$ cat src/rtl/ahb_scspi_master.sv
// ahb_scspi_master: AHB-Lite slave driving a mode-0, MSB-first, 8-bit SPI master
module ahb_scspi_master #(
  parameter int CLK_DIV  = 2,
  parameter bit RESET_SS = 1'b1
) (
  input  logic        HCLK,
  input  logic        HRESET,
  input  logic        HSEL,
  input  logic [31:0] HADDR,
  input  logic [1:0]  HTRANS,
  input  logic        HWRITE,
  input  logic [2:0]  HSIZE,
  input  logic [31:0] HWDATA,
  input  logic        HREADY,
  output logic        HREADYOUT,
  output logic [31:0] HRDATA,
  output logic [1:0]  HRESP,
  output logic        SPI_CLK,
  output logic        SPI_SS,
  output logic        SPI_SDO,
  input  logic        SPI_MISO,
  output logic        IRQ
);
  typedef enum logic [1:0] {S_IDLE, S_LOW, S_HIGH} state_t;
  localparam logic [7:0] DIV_M1 = 8'(CLK_DIV - 1);
  state_t      r_state, w_next;
  logic        r_dp_valid, r_dp_write;
  logic [1:0]  r_dp_idx;
  logic [1:0]  r_ctrl;
  logic        r_done, r_ovr, r_irq, r_ss_hold;
  logic [7:0]  r_div, r_shift, r_rx;
  logic [2:0]  r_bit;
  logic        r_cap;
  logic        w_wr, w_rd, w_tx_wr, w_st_wr, w_ctrl_wr;
  logic        w_tick, w_start, w_fin, w_busy;
  logic        w_unused;
  assign w_unused  = &{1'b0, HADDR[31:4], HADDR[1:0], HSIZE, HTRANS[0], HWDATA[31:8]};
  assign HREADYOUT = 1'b1;
  assign HRESP     = 2'b00;
  assign IRQ       = r_irq;
  assign SPI_SDO   = r_shift[7];
  assign SPI_SS    = r_ss_hold ? RESET_SS : ~r_ctrl[0];
  assign w_wr      = r_dp_valid & r_dp_write;
  assign w_rd      = r_dp_valid & ~r_dp_write;
  assign w_ctrl_wr = w_wr & (r_dp_idx == 2'd0);
  assign w_st_wr   = w_wr & (r_dp_idx == 2'd1);
  assign w_tx_wr   = w_wr & (r_dp_idx == 2'd2);
  assign w_tick    = r_div == DIV_M1;
  assign w_start   = (r_state == S_IDLE) & w_tx_wr;
  assign w_fin     = (r_state == S_HIGH) & w_tick & (r_bit == 3'd0);
  // Capture the address phase so the data phase knows what it is acting on
  always_ff @(posedge HCLK) begin
    if (HRESET) begin
      r_dp_valid <= 1'b0;
      r_dp_write <= 1'b0;
      r_dp_idx   <= 2'd0;
    end else begin
      r_dp_valid <= HSEL & HREADY & HTRANS[1];
      r_dp_write <= HWRITE;
      r_dp_idx   <= HADDR[3:2];
    end
  end
  // Control and sticky status bits; a hardware set beats a same-cycle W1C
  always_ff @(posedge HCLK) begin
    if (HRESET) begin
      r_ctrl    <= 2'd0;
      r_done    <= 1'b0;
      r_ovr     <= 1'b0;
      r_irq     <= 1'b0;
      r_ss_hold <= 1'b1;
    end else begin
      r_ctrl    <= w_ctrl_wr ? HWDATA[1:0] : r_ctrl;
      r_ss_hold <= r_ss_hold & ~w_ctrl_wr;
      r_done    <= w_fin | (r_done & ~(w_st_wr & HWDATA[1]));
      r_ovr     <= (w_tx_wr & w_busy) | (r_ovr & ~(w_st_wr & HWDATA[2]));
      r_irq     <= r_done & r_ctrl[1];
    end
  end
  // FSM state register
  always_ff @(posedge HCLK) begin
    if (HRESET) r_state <= S_IDLE;
    else        r_state <= w_next;
  end
  // FSM next state: each SCLK half-period lasts CLK_DIV cycles
  always_comb begin
    w_next = r_state;
    case (r_state)
      S_IDLE:  w_next = w_tx_wr ? S_LOW : S_IDLE;
      S_LOW:   w_next = w_tick ? S_HIGH : S_LOW;
      S_HIGH:  w_next = w_tick ? ((r_bit == 3'd0) ? S_IDLE : S_LOW) : S_HIGH;
      default: w_next = S_IDLE;
    endcase
  end
  // FSM outputs
  always_comb begin
    SPI_CLK = r_state == S_HIGH;
    w_busy  = r_state != S_IDLE;
  end
  // Shift datapath: sample MISO at the rising SCLK, shift it in at the falling SCLK
  always_ff @(posedge HCLK) begin
    if (HRESET) begin
      r_div   <= 8'd0;
      r_bit   <= 3'd0;
      r_shift <= 8'd0;
      r_cap   <= 1'b0;
      r_rx    <= 8'd0;
    end else begin
      r_div <= (w_start | (w_busy & w_tick)) ? 8'd0 : (w_busy ? r_div + 8'd1 : r_div);
      if (w_start) begin
        r_shift <= HWDATA[7:0];
        r_bit   <= 3'd7;
      end
      if ((r_state == S_LOW) & w_tick) r_cap <= SPI_MISO;
      if ((r_state == S_HIGH) & w_tick & (r_bit != 3'd0)) begin
        r_shift <= {r_shift[6:0], r_cap};
        r_bit   <= r_bit - 3'd1;
      end
      if (w_fin) r_rx <= {r_shift[6:0], r_cap};
    end
  end
  // Read mux, zero outside a read data phase
  always_comb begin
    HRDATA = !w_rd              ? 32'd0 :
             r_dp_idx == 2'd0   ? {30'd0, r_ctrl} :
             r_dp_idx == 2'd1   ? {29'd0, r_ovr, r_done, w_busy} :
             r_dp_idx == 2'd3   ? {24'd0, r_rx} : 32'd0;
  end
endmodule

$ cat config.mk
export PLATFORM = sky130hd
export DESIGN_NAME = ahb_scspi_master
export DESIGN_NICKNAME = d
export VERILOG_FILES = /design/src/rtl/ahb_scspi_master.sv
export SDC_FILE = /design/constraint.sdc
export NUM_CORES = 1
export LEC_CHECK = 0
export BUFFER_PORTS_ARGS = -buffer_cell sky130_fd_sc_hd__buf_2
export CORE_MARGIN = 4
export CORE_UTILIZATION = 50
export CTS_BUF_LIST = sky130_fd_sc_hd__clkbuf_4 sky130_fd_sc_hd__clkbuf_8
export CTS_CLUSTER_SIZE = 24
export DETAILED_ROUTE_END_ITERATION = 8
export GPL_ROUTABILITY_DRIVEN = 1
export PLACE_DENSITY = 0.95
export SYNTH_ARGS = -nofsm -noshare
export SYNTH_HDL_FRONTEND = slang
export SYNTH_SLANG_ARGS = --single-unit
$ cat constraint.sdc
create_clock -name HCLK -period 5.25 [get_ports HCLK]
set_input_delay 0.525 -clock HCLK [delete_from_list [all_inputs] [get_ports HCLK]]
set_output_delay 0.525 -clock HCLK [all_outputs]
set_load 0.02 [all_outputs]
==> results.md <==
- Status: finished clean
- DIE AREA: 5450 um^2
- Post-synth EDFFs: 0
- Dpl ws: 2.87 ns
- CP Class: reg -> reg
- Num CTS Buffers: 5
- Hold_buf cts: 0
- Netlist cell types: 48
- WL/cell: 14.8 um
- Ys async rst share: 0%
- CTS tree: built
- Static Leakage: 0.834 nW
- GRT Overall Usage: 17.7%
- Mapped Area: 2170 um^2
- Initial core utilization: 53.0%
- Slowest CP cell: or4b_1
- WP buf/inv: 0
- Register area share after synthesis: 37.0%
- Critical path endpoint category: register
- First-pass GRT wire length: 7570 um
- Number of diodes: 0
- Area contributors post-synth: dfxtp_1 (37%), buf_4 (9.4%), o21ai_0 (4.2%), o41ai_1 (3.6%), clkbuf_1 (3.5%)
- CTS clk-pin slew, worst paths: 0.08 ns
- Die X: 73.8 um
- Vias in the first global route: 1643
- Maximum VDD drop: 0.000183 V
- Worst EP required: 5.45 ns
- Top_reg_cell synth: dfxtp_1
- Syn Inst Count: 256
- Max-Cap Viols: 0
- Vias per cell: 5.96
- # clock sinks: 40
- Grt total ovfl: 0
- Critical Path Max Stage Delay: 0.82 ns
- I/O Buffers: 28
- Remaining DRCs: 0
- Final ANT Viol Nets: 0
- Top-area cell type share of the netlist area: 37.0%
- Top Ports: 114
- Largest area contributor in the netlist: dfxtp_1
- Layout cells sized above 1: 15.7%
- Yosys warnings: 0
- Slew Viols, Final: 0
- Minimum clock period: 2.42 ns
- Slew headroom: 30.7%
- Pwr/cell area: 241 nW/um^2
- Top-count cell post-synth: dfxtp_1
- Final instance area: 2260 um^2
- Crit path cell chain: ha_1, or4b_1, or3_4, a311oi_1
- Skew final: 0.0111 ns
- Die Ht: 73.8 um
- Gates resized, CTS repair: 0
- HPWL Detailed: 3320 um
- Routed via count: 1895
- Max H-tree Level: 2
- Final net count: 347
- Fin. Hold Viols: 0
- Clock root buffer: clkbuf_8
- CTS max path bufs: 2
- CP max FO: 23
- Most frequent cells after synthesis: dfxtp_1 (40), buf_4 (27), clkbuf_1 (20)
- Largest net degree at the start of global routing: 24
- Core Rows: 23
- Non-Filler Instances: 318
- Worst-margin pin slew: 1.03 ns
- F_max: 0.413 GHz
- CP top delay family: simple AND/OR/NAND/NOR gates
- Yosys reg bits: 40
- Min-delay worst type: in -> reg
- Post-Route Utilization: 55.3%
- Clock latency on the worst-skew pair: 0.30 ns
- Synthesis-to-finish area growth: 4.21%
- Final WL: 4700 um
- Hold Slack: 0.422 ns
- CORE AREA: 4090 um^2
- Setup Viol. Count Final: 0
- RSZ-0062 raised after global routing: no
- Startpoint types: register
- Post-CTS Setup Repair Bufs: 0
- DR pass1 iterations: 4
- Final Power: 0.544 mW
- Initial DRC count: 185
- Cell Area, Placed: 2180 um^2
- Setup TNS Final: 0 ns
- Worst Path Arrival: 2.62 ns
- Placer congestion estimate: 0.797
- Initial antenna violation count: 0
- Period utilization: 46.2%
- Syn avg cell area: 8.47 um^2
- Placed Instances: 311
- PnR worst setup slack: 2.83 ns
==> worst register-to-register path: cells and delay by family, from the launching register on <==
kind	cells	cell delay, ns
simple gates	2	1.43
fa+ha+maj	1	0.20
compound gates	1	0.30
flops	1	0.40
==> metal layers <==
layer  routed length [um]  GRT usage, %  vias up
met5                    0             0        -
met4                   74          6.64        0
met3                  361          2.60        7
met2                 2270          28.8       77
met1                 1990          23.5      906
li1                     -             -      905
==> area by class of cell <==
type                    instances  area, um^2
fillers                       376        1830
well taps                      50        62.6
clock inverters                 2        12.5
repair buffers                 29         148
multi-input cells             181        1120
flip-flops and latches         40         801
inverters                      11        41.3
clock buffers                   5        68.8
==> where the power goes <==
group | internal, mW | switching (mW)
Clock | 0.0900 | 0.109
Sequential | 0.305 | 0.00331
Combinational | 0.00898 | 0.0275
==> final timing paths <==
kind / from / endpoint / slack, ns / cells after the start
worst max-delay path: r_div[0] / r_bit[1] / 2.83 / 4
worst min-delay path: HADDR[3] / r_dp_idx[1] / 0.42 / 2
worst max register to register: r_div[0] / r_bit[1] / 2.83 / 4
worst min register to register: r_rx[4] / r_rx[4] / 0.47 / 2
==> flip-flops by register name (all words and copies together), names as in the netlist <==
signal / cells
r_dp_write: 1
r_cap: 1
r_shift: 8
r_dp_idx: 2
r_bit: 3
r_state: 2
r_ovr: 1
r_ctrl: 2
r_done: 1
r_ss_hold: 1
r_rx: 8
r_div: 8
IRQ: 1
r_dp_valid: 1
==> cell families (layout without fill, tap and decap cells) <==
| kind of cell | Yosys count | after routing | share of synthesized area, % |
|---|---|---|---|
| AO/OA/AOI/OAI | 70 | 70 | 21.3 |
| XOR/XNOR | 4 | 4 | 1.62 |
| AND/OR/NAND/NOR | 72 | 72 | 20.2 |
| multiplexers | 4 | 4 | 1.85 |
| buffers and inverters | 60 | 47 | 15.5 |
| flip-flops | 40 | 40 | 37.0 |
| other | 2 | 27 | 0.347 |
| adder cells (fa/ha/maj) | 4 | 4 | 2.31 |
==> cell usage in the layout, fill, tap and decap left out, drive strengths merged, types with 2 or more instances in the layout <==
cell type / Yosys / layout
dfxtp: 40 / 40
nor2b: 6 / 6
a211oi: 3 / 3
nand2: 5 / 5
o21ai: 19 / 19
nor3: 6 / 6
and2: 6 / 6
buf: 29 / 29
a21oi: 12 / 12
inv: 11 / 11
conb: 2 / 27
nand4: 10 / 10
o41ai: 9 / 9
ha: 4 / 4
o31ai: 8 / 8
mux2i: 4 / 4
o2111ai: 2 / 2
or3: 5 / 5
a311oi: 2 / 2
a31oi: 10 / 10
nor4: 2 / 2
clkbuf: 20 / 5
and3: 2 / 2
xor2: 3 / 3
nand3: 13 / 13
nor2: 6 / 6
nand4b: 2 / 2
Note: power is estimated with default switching activity, not from simulation.
